### config.mk
export PLATFORM = sky130hd
export DESIGN_NAME = apb_slave_regbank
export DESIGN_NICKNAME = d
export VERILOG_FILES = /design/src/rtl/apb_slave_regbank.sv
export SDC_FILE = /design/constraint.sdc
export NUM_CORES = 1
export LEC_CHECK = 0
export ABC_CLOCK_PERIOD_IN_PS = 5850
export CAP_MARGIN = 20
export CORE_AREA = 2 2 232 234
export DETAILED_ROUTE_END_ITERATION = 8
export DIE_AREA = 0 0 234 236
export GPL_TIMING_DRIVEN = 0
export SLEW_MARGIN = 10
export SYNTH_ARGS = -nofsm -noshare
export SYNTH_HDL_FRONTEND = slang
export SYNTH_SLANG_ARGS = --single-unit
export TNS_END_PERCENT = 50
### constraint.sdc
create_clock -name PCLK -period 5.85 [get_ports PCLK]
set_input_delay 1.755 -clock PCLK [delete_from_list [all_inputs] [get_ports PCLK]]
set_output_delay 1.755 -clock PCLK [all_outputs]
set_load 0.02 [all_outputs]
### src/rtl/apb_slave_regbank.sv
// rtl/apb_slave_regbank.sv - APB4 completer fronting a bank of software-visible registers
// Byte strobes, configurable wait states, RO/privileged masks and PSLVERR responses.
module apb_slave_regbank #(
  parameter int                    ADDR_WIDTH  = 8,
  parameter int                    DATA_WIDTH  = 32,
  parameter int                    NUM_REGS    = 8,
  parameter int                    WAIT_STATES = 0,
  parameter logic [NUM_REGS-1:0]   RO_MASK     = '0,
  parameter logic [NUM_REGS-1:0]   PRIV_MASK   = '0,
  parameter logic [DATA_WIDTH-1:0] RESET_VAL   = '0
) (
  input  logic                           PCLK,
  input  logic                           PRESET,
  input  logic                           PSEL,
  input  logic                           PENABLE,
  input  logic [2:0]                     PPROT,
  input  logic                           PWRITE,
  input  logic [DATA_WIDTH/8-1:0]        PSTRB,
  input  logic [ADDR_WIDTH-1:0]          PADDR,
  input  logic [DATA_WIDTH-1:0]          PWDATA,
  output logic [DATA_WIDTH-1:0]          PRDATA,
  output logic                           PREADY,
  output logic                           PSLVERR,
  output logic [NUM_REGS*DATA_WIDTH-1:0] reg_q,
  input  logic [NUM_REGS*DATA_WIDTH-1:0] hw_in
);

  localparam int         NB    = DATA_WIDTH / 8;
  localparam int         OFS   = $clog2(NB);
  localparam int         IDX_W = ADDR_WIDTH - OFS;
  localparam logic [3:0] WS    = 4'(WAIT_STATES);

  typedef enum logic [1:0] {S_IDLE, S_WAIT, S_RESP} state_e;

  state_e                  state_q, state_d;
  logic [3:0]              cnt_q, cnt_d;
  logic [ADDR_WIDTH-1:0]   addr_q, addr_d;
  logic                    write_q, write_d;
  logic [DATA_WIDTH-1:0]   wdata_q, wdata_d;
  logic [NB-1:0]           strb_q, strb_d;
  logic                    priv_q, priv_d;
  logic [DATA_WIDTH-1:0]   prdata_q, prdata_d;
  logic                    pready_q, pready_d;
  logic                    pslverr_q, pslverr_d;
  logic [DATA_WIDTH-1:0]   regs_q [NUM_REGS];
  logic [DATA_WIDTH-1:0]   regs_d [NUM_REGS];

  logic                    setup;
  logic                    complete;
  logic [ADDR_WIDTH-1:0]   dec_addr;
  logic                    dec_write;
  logic                    dec_priv;
  logic [IDX_W-1:0]        dec_idx;
  logic [IDX_W-1:0]        wr_idx;
  logic                    misalign;
  logic                    hit;
  logic                    hit_ro;
  logic                    hit_priv;
  logic [DATA_WIDTH-1:0]   hit_data;
  logic                    dec_err;
  logic                    unused_pprot;

  assign unused_pprot = ^PPROT[2:1];
  assign setup        = PSEL && !PENABLE;

  // With zero wait states the response is built from the live setup-phase bus;
  // otherwise from the copy captured at the end of setup.
  assign dec_addr  = (state_q == S_IDLE) ? PADDR    : addr_q;
  assign dec_write = (state_q == S_IDLE) ? PWRITE   : write_q;
  assign dec_priv  = (state_q == S_IDLE) ? PPROT[0] : priv_q;
  assign dec_idx   = dec_addr[ADDR_WIDTH-1:OFS];
  assign wr_idx    = addr_q[ADDR_WIDTH-1:OFS];

  generate
    if (OFS > 0) begin : g_align
      assign misalign = |dec_addr[OFS-1:0];
    end else begin : g_no_align
      assign misalign = 1'b0;
    end
  endgenerate

  always_comb begin
    hit      = 1'b0;
    hit_ro   = 1'b0;
    hit_priv = 1'b0;
    hit_data = '0;
    for (int i = 0; i < NUM_REGS; i++) begin
      if (32'(dec_idx) == i) begin
        hit      = 1'b1;
        hit_ro   = RO_MASK[i];
        hit_priv = PRIV_MASK[i];
        hit_data = RO_MASK[i] ? hw_in[i*DATA_WIDTH +: DATA_WIDTH] : regs_q[i];
      end
    end
  end

  assign dec_err = !hit || misalign || (dec_write && hit_ro) || (!dec_priv && hit_priv);

  always_comb begin
    state_d   = state_q;
    cnt_d     = cnt_q;
    addr_d    = addr_q;
    write_d   = write_q;
    wdata_d   = wdata_q;
    strb_d    = strb_q;
    priv_d    = priv_q;
    prdata_d  = '0;
    pready_d  = 1'b0;
    pslverr_d = 1'b0;
    complete  = 1'b0;

    case (state_q)
      S_IDLE: begin
        if (setup) begin
          addr_d  = PADDR;
          write_d = PWRITE;
          wdata_d = PWDATA;
          strb_d  = PSTRB;
          priv_d  = PPROT[0];
          if (WS == 4'd0) begin
            complete = 1'b1;
          end else begin
            state_d = S_WAIT;
            cnt_d   = 4'd1;
          end
        end
      end
      S_WAIT: begin
        if (!PSEL) begin
          state_d = S_IDLE;
          cnt_d   = '0;
        end else if (cnt_q == WS) begin
          complete = 1'b1;
        end else begin
          cnt_d = cnt_q + 4'd1;
        end
      end
      S_RESP:  state_d = S_IDLE;
      default: state_d = S_IDLE;
    endcase

    if (complete) begin
      state_d   = S_RESP;
      cnt_d     = '0;
      pready_d  = 1'b1;
      pslverr_d = dec_err;
      prdata_d  = (!dec_write && !dec_err) ? hit_data : '0;
    end
  end

  // Writes commit at the end of RESP, one byte lane per strobe bit.
  always_comb begin
    for (int i = 0; i < NUM_REGS; i++) begin
      regs_d[i] = regs_q[i];
      if (state_q == S_RESP && write_q && !pslverr_q && !RO_MASK[i] && 32'(wr_idx) == i) begin
        for (int b = 0; b < NB; b++) begin
          if (strb_q[b]) begin
            regs_d[i][b*8 +: 8] = wdata_q[b*8 +: 8];
          end
        end
      end
      if (RO_MASK[i]) begin
        regs_d[i] = '0;
      end
    end
  end

  always_ff @(posedge PCLK) begin
    if (PRESET) begin
      state_q   <= S_IDLE;
      cnt_q     <= '0;
      addr_q    <= '0;
      write_q   <= 1'b0;
      wdata_q   <= '0;
      strb_q    <= '0;
      priv_q    <= 1'b0;
      prdata_q  <= '0;
      pready_q  <= 1'b0;
      pslverr_q <= 1'b0;
      for (int i = 0; i < NUM_REGS; i++) begin
        regs_q[i] <= RO_MASK[i] ? '0 : RESET_VAL;
      end
    end else begin
      state_q   <= state_d;
      cnt_q     <= cnt_d;
      addr_q    <= addr_d;
      write_q   <= write_d;
      wdata_q   <= wdata_d;
      strb_q    <= strb_d;
      priv_q    <= priv_d;
      prdata_q  <= prdata_d;
      pready_q  <= pready_d;
      pslverr_q <= pslverr_d;
      regs_q    <= regs_d;
    end
  end

  always_comb begin
    for (int i = 0; i < NUM_REGS; i++) begin
      reg_q[i*DATA_WIDTH +: DATA_WIDTH] = regs_q[i];
    end
  end

  assign PRDATA  = prdata_q;
  assign PREADY  = pready_q;
  assign PSLVERR = pslverr_q;

endmodule

==> impl_metrics.py, run 1 <==
metrics = {
    "synthesis": {
        "synth_top_family_by_area": "compound AO/OA/AOI/OAI gates",
        "synth_top_area_share_pct": 47.6,
        "ys_warn_count": 0,
        "synth-seq-area-share_pct": 47.6,
        "synth.most_common_cell": "nand2_1",
        "synth.cells.most_frequent": "nand2_1 (403), dfxtp_1 (336), a21oi_1 (335)",
        "synth_seq_cells": 336,
        "synth_adder_area_share_pct": 0,
        "synth-compound-area-share_pct": 23.5,
        "postSynthCellCount": 1794,
        "synthMuxAreaShare_pct": 0.407,
        "post-synth-top-area-cell": "dfxtp_1",
        "synth_edf_count": 0,
        "avgSynthCellArea_sq_um": 7.88,
        "synth_xor_area_share_pct": 0,
        "synth_ff_type": "dfxtp_1",
        "ys_types": 52,
        "synth_nets": 2102,
        "syn-cell-area_sq_um": 14100,
        "synth_area_leaders": "dfxtp_1 (48%), a21oi_1 (12%), nand2_1 (11%)",
        "yosys.area_share.simple_pct": 23.0,
        "ys_async_sr_fraction_pct": 0,
    },
    "min_path": {
        "hold_class": "register to register",
        "hold_depth": 2,
    },
    "sta": {
        "period_minus_slack_ps": 3970,
        "setup-tns-final_ps": 0,
        "slew_violations": 0,
        "setup_viol_count_final": 0,
        "max_freq_ghz": 0.252,
        "rsz0062_at_grt": "no",
        "final-hold-violation-count": 0,
        "period_share_pct": 67.8,
        "slew_headroom_pct": 19.4,
        "finClkSkew_ps": 29.4,
        "setup_slack_ps": 1880,
        "worst_slew_pin_slew_ps": 1190,
    },
    "setup_path": {
        "worst_r2r_path_depth": 8,
        "slowest_delay_ps": 540,
        "worst_ep_arrival_time_ps": 4340,
        "path_max_fanout": 10,
        "cp-start-kind": "input pin",
        "crit_type": "input pin to register",
        "required_ps": 6220,
        "crit_path_top_delay_cell": "clkdlybuf4s50_1",
        "path_cells": "clkdlybuf4s50_1, or3b_4, a2bb2oi_2, nand2_1, clkbuf_1, o21ai_0, a31oi_1",
        "endpoint_kind": "register",
    },
    "cts": {
        "cts.clk_slew.worst_paths_ps": 60,
        "insertion_delay_ps": 570,
        "cts_buffers": 39,
        "clock_sinks": 336,
        "tritoncts": "done",
        "cts-hold-fix-buffers": 0,
        "max-clock-path-buffers": 3,
        "cts_resized": 0,
        "cts_root_buffer": "clkbuf_16",
        "postCtsSetupBuffers": 0,
        "htreeDepth": 2,
    },
    "place": {
        "routabilityCongestion": 0.912,
        "pre_cts_ws_ps": 1400,
        "dpl_cell_area_sq_um": 18400,
        "hpwl_um": 59000,
        "io_buffer_count": 336,
    },
    "drt": {
        "drc": 0,
        "final_antenna_net_count": 0,
        "drt-vias-per-instance": 5.50,
        "drt-pass1-iter-count": 8,
        "via_count": 15900,
        "routed_wl_um": 77400,
        "wl_per_cell_um": 26.7,
        "drt_iter0_drc": 2036,
    },
    "die": {
        "start_util_pct": 26.6,
        "row_count": 85,
        "dieWidth_um": 234,
        "fp.dieArea_sq_um": 55200,
        "design.core.area_sq_um": 53100,
        "die_h_um": 236,
        "ios": 598,
    },
    "cells_and_area": {
        "fin_nets": 2482,
        "syn2layout_area_growth_pct": 39.2,
        "layout-drive-gt1-share_pct": 7.08,
        "fin_util_pct": 37.1,
        "final_area_sq_um": 19700,
    },
    "flow_run": {
        "max-cap-violations": 0,
    },
    "grt": {
        "antenna_found_initial": 2,
        "grt_pass1_vias": 14800,
        "grt_max_degree": 13,
        "grt_pass1_wl_um": 107000,
        "track_usage_pct": 27.0,
        "gr-total-overflow": 0,
    },
    "status": {
        "status": "finished clean",
    },
    "pwr": {
        "p_per_area_nw_per_um2": 261,
        "leakagePower_nw": 6.10,
        "peakVddDrop_v": 0.000173,
    },
}
flip-flops by register name (all words and copies together) (netlist names):
| register | flops |
|---|---|
| reg_q | 256 |
| PRDATA | 32 |
| wdata_q | 32 |
| addr_q | 8 |
| strb_q | 4 |
| PREADY | 1 |
| PSLVERR | 1 |
| state_q | 1 |
| write_q | 1 |
stage by stage:
stage	total power, mW	hold WS (ps)	cells
CTS	5.12	459	2900
global placement	2.69	445	2826
global route	5.24	480	2900
finish	5.14	461	2901
floorplan	2.54	432	1794
detailed placement	2.70	451	2829
cell type report:
| type | count | area (sq um) |
|---|---|---|
| Antenna cell | 1 | 2.50 |
| Buffer | 178 | 777 |
| Clock buffer | 61 | 1180 |
| Clock inverter | 10 | 86.3 |
| Fill cell | 5473 | 33400 |
| Inverter | 1 | 3.75 |
| Multi-Input combinational cell | 1279 | 6620 |
| Sequential cell | 336 | 6730 |
| Tap cell | 696 | 871 |
| Timing Repair Buffer | 339 | 3400 |
metal layers:
metal  track usage (%)  routed length (um)  share of wire, %  vias up
li1                  -                   -                 -     7063
met1              35.4               31500                41     7692
met2              38.2               31400                41     1037
met3              13.4               11900                15      147
met4              9.00                2540               3.3        4
met5                 0                  27             0.035        -
cell families (layout without fill, tap and decap cells):
| family | Yosys count | count (layout) |
|---|---|---|
| DFF | 336 | 336 |
| muxes | 5 | 5 |
| buffers and inverters | 179 | 589 |
| AOI/OAI and AO/OA | 539 | 539 |
| and+or+nand+nor | 735 | 735 |
| other | 0 | 1 |
critical path, delay by kind of cell:
kind / cells / cell delay [ps]
buf+inv: 2 / 1050
simple gates: 2 / 700
compound gates: 3 / 830
cell usage in the layout, fill, tap and decap left out, drive strengths merged, types with 2 or more instances in the layout:
cell type      synthesis  routed
a21o                   6       6
a21oi                336     336
a221oi                22      22
a22o                  28      28
a2bb2oi                2       2
a31oi                 10      10
a32o                  22      22
and2                   4       4
buf                   59      62
clkbuf               119     180
clkdlybuf4s50          0     336
clkinv                 0       6
dfxtp                336     336
inv                    1       4
mux2                   3       3
mux2i                  2       2
nand2                403     403
nand2b                 5       5
nand3                257     257
nand3b                 4       4
nor2                  43      43
nor3                   6       6
nor3b                  3       3
nor4                   3       3
o211ai                21      21
o21ai                 64      64
o22ai                  5       5
o2bb2ai               17      17
worst paths after layout:
kind / start / to / slack, ps
worst min register to register: addr_q[0] / addr_q[0] / 460
worst min-delay path: addr_q[0] / addr_q[0] / 460
worst max-delay path: PADDR[4] / PRDATA[1] / 1880
worst max register to register: addr_q[2] / PRDATA[23] / 2970
report_power, final:
group / switching [mW] / internal [mW]
Combinational: 0.264 / 0.0902
Sequential: 0.00564 / 2.30
Clock: 1.04 / 1.43
No activity file was read; power rests on OpenSTA's default activity.
==> run 2, diff against run 1 <==
ABC_CLOCK_PERIOD_IN_PS = 3600   (was 5850)
CORE_AREA = 2 2 231 233   (was 2 2 232 234)
DIE_AREA = 0 0 233 235   (was 0 0 234 236)
clock period = 3.6 ns   (was 5.85 ns; I/O delays follow)
==> run 2 against run 1 <==
Effect of this change: final area grew 0.49%; register-to-register slack lost 2200 ps; clock skew shrank 7.9 ps; largest power group unchanged; global-route usage grew 0.48 points; setup slack lost 1500 ps; critical endpoint is now PRDATA[16]; sequential power grew 62%; largest cell class unchanged; sequential cell count is the same; core utilization grew 0.78 points.
==> impl_metrics.py, run 2 (synthesis gave the netlist of run 1 again) <==
metrics = {
    "cells_and_area": {
        "largest_register_ffs": 256,
        "fin_nets": 2483,
        "syn2layout_area_growth_pct": 39.9,
        "layout_commonest_cell": "nand2_1",
        "fin_util_pct": 37.8,
        "final_cell_mix": "nand2_1 (403), dfxtp_1 (336), clkdlybuf4s50_1 (336)",
        "final_cells": 2892,
        "layout-drive-gt1-share_pct": 7.22,
    },
    "cts": {
        "postCtsSetupBuffers": 0,
        "cts_buffers": 39,
        "cts.clk_slew.worst_paths_ps": 60,
        "cts_root_buffer": "clkbuf_16",
        "htreeDepth": 2,
        "cts_resized": 0,
        "cts-hold-fix-buffers": 0,
        "tritoncts": "done",
        "clock_sinks": 336,
        "max-clock-path-buffers": 3,
        "insertion_delay_ps": 580,
    },
    "place": {
        "routabilityCongestion": 0.918,
        "hpwl_um": 59200,
        "dp.cells": 2821,
        "io_buffer_count": 336,
    },
    "die": {
        "dieWidth_um": 233,
        "ios": 598,
        "fp.dieArea_sq_um": 54800,
        "die_h_um": 235,
        "start_util_pct": 27.1,
        "row_count": 84,
        "design.core.area_sq_um": 52200,
    },
    "pwr": {
        "leakagePower_nw": 6.14,
        "p_switching_mw": 2.15,
        "p_int_mw": 6.50,
        "comb_power_share_pct": 6.6,
        "p_per_area_nw_per_um2": 438,
        "peakVddDrop_v": 0.000320,
        "p_seq_share_pct": 43.4,
        "p_sw_share_pct": 24.9,
        "pwr-share-clk_pct": 50.1,
    },
    "sta": {
        "period_share_pct": 89.9,
        "max_freq_ghz": 0.309,
        "finClkSkew_ps": 21.5,
        "period_minus_slack_ps": 3240,
        "final-hold-violation-count": 0,
        "worst_slew_pin_slew_ps": 1160,
        "slew_headroom_pct": 21.4,
        "setup_viol_count_final": 0,
        "slew_violations": 0,
        "rsz0062_at_grt": "no",
    },
    "drt": {
        "via_count": 15900,
        "drt-vias-per-instance": 5.51,
        "drc": 0,
        "drt-pass1-iter-count": 6,
        "wl_per_cell_um": 26.8,
        "final_antenna_net_count": 0,
        "routed_wl_um": 77600,
        "drt_iter0_drc": 2089,
    },
    "setup_path": {
        "endpoint_kind": "register",
        "path_delay_family": "buffers and inverters",
        "crit_path_top_delay_cell": "clkbuf_1",
        "cp.buffers_inverters": 2,
        "worst_ep_arrival_time_ps": 3640,
        "path_cells": "clkdlybuf4s50_1, or3b_4, a2bb2oi_2, nand2_1, clkbuf_1, o21ai_0, nor3b_1",
        "slowest_delay_ps": 760,
        "crit_type": "input pin to register",
        "path_max_fanout": 10,
        "required_ps": 4010,
        "cp-start-kind": "input pin",
    },
    "min_path": {
        "hold_class": "register to register",
    },
    "grt": {
        "antenna_found_initial": 3,
        "grt_pass1_wl_um": 109000,
        "grt_pass1_vias": 15100,
        "gr-total-overflow": 0,
        "grt_max_degree": 14,
        "track_usage_pct": 27.5,
    },
    "flow_run": {
        "max-cap-violations": 0,
    },
    "status": {
        "status": "finished clean",
    },
}
[run 2: cell count changes in the layout (fill, tap and decap cells not counted)]
cell / change
clkinv_4: +1
clkbuf_1: -4
clkinvlp_4: +2
inv_6: -2
bufinv_16: +5
clkbuf_8: -3
buf_6: +1
clkinv_2: -1
[run 2: power by group through the flow]
stage / registers, mW / clock network, mW / logic [mW]
after global placement: 3.83 / 0 / 0.540
after global routing: 3.75 / 4.48 / 0.592
final: 3.75 / 4.33 / 0.568
after CTS: 3.75 / 4.34 / 0.550
after detailed placement: 3.83 / 0 / 0.548
after floorplan: 3.83 / 0 / 0.288
[run 2: path summary, 6_finish.rpt]
| kind | cells after the start | startpoint | endpoint | slack (ps) |
|---|---|---|---|---|
| max reg2reg | 9 | state_q[1] | PRDATA[15] | 770 |
| max | 7 | PADDR[5] | PRDATA[16] | 360 |
| min | 2 | write_q | write_q | 450 |
| min reg2reg | 2 | write_q | write_q | 450 |
[run 2: through the flow]
step / hold slack (ps) / setup WS (ps) / power, mW / TNS, ps / cell area, sq um
finish: 453 / 365 / 8.65 / 0 / 19800
global route: 473 / 268 / 8.82 / 0 / 19800
CTS: 455 / 459 / 8.64 / 0 / 19700
detailed placement: 448 / -128 / 4.38 / -1170 / 18400
global placement: 445 / -138 / 4.37 / -1440 / 18400
floorplan: 432 / 1070 / 4.12 / 0 / 14100
[run 2: area by class of cell]
class                   count  area [sq um]
fillers                  5406         32500
clock inverters            15           238
diodes                      1          2.50
well taps                 688           861
multi-input cells        1279          6620
plain buffers             178           777
repair buffers            340          3410
inverters                   1          3.75
flip-flops and latches    336          6730
clock buffers              54          1120
[run 2: worst min-delay path, delay by kind of cell, from the launching register on]
| family | cells | cell delay, ps |
|---|---|---|
| AO/OA/AOI/OAI | 1 | 50 |
| flip-flops | 1 | 300 |
| AND/OR/NAND/NOR | 1 | 50 |
[run 2: per-layer routing]
| metal | vias to the layer above | GRT usage (%) | part of all wire [%] |
|---|---|---|---|
| li1 | 7067 | - | - |
| met1 | 7666 | 34.9 | 40 |
| met2 | 1035 | 39.0 | 40 |
| met3 | 150 | 14.9 | 16 |
| met4 | 4 | 9.88 | 3.5 |
| met5 | - | 0 | 0.035 |
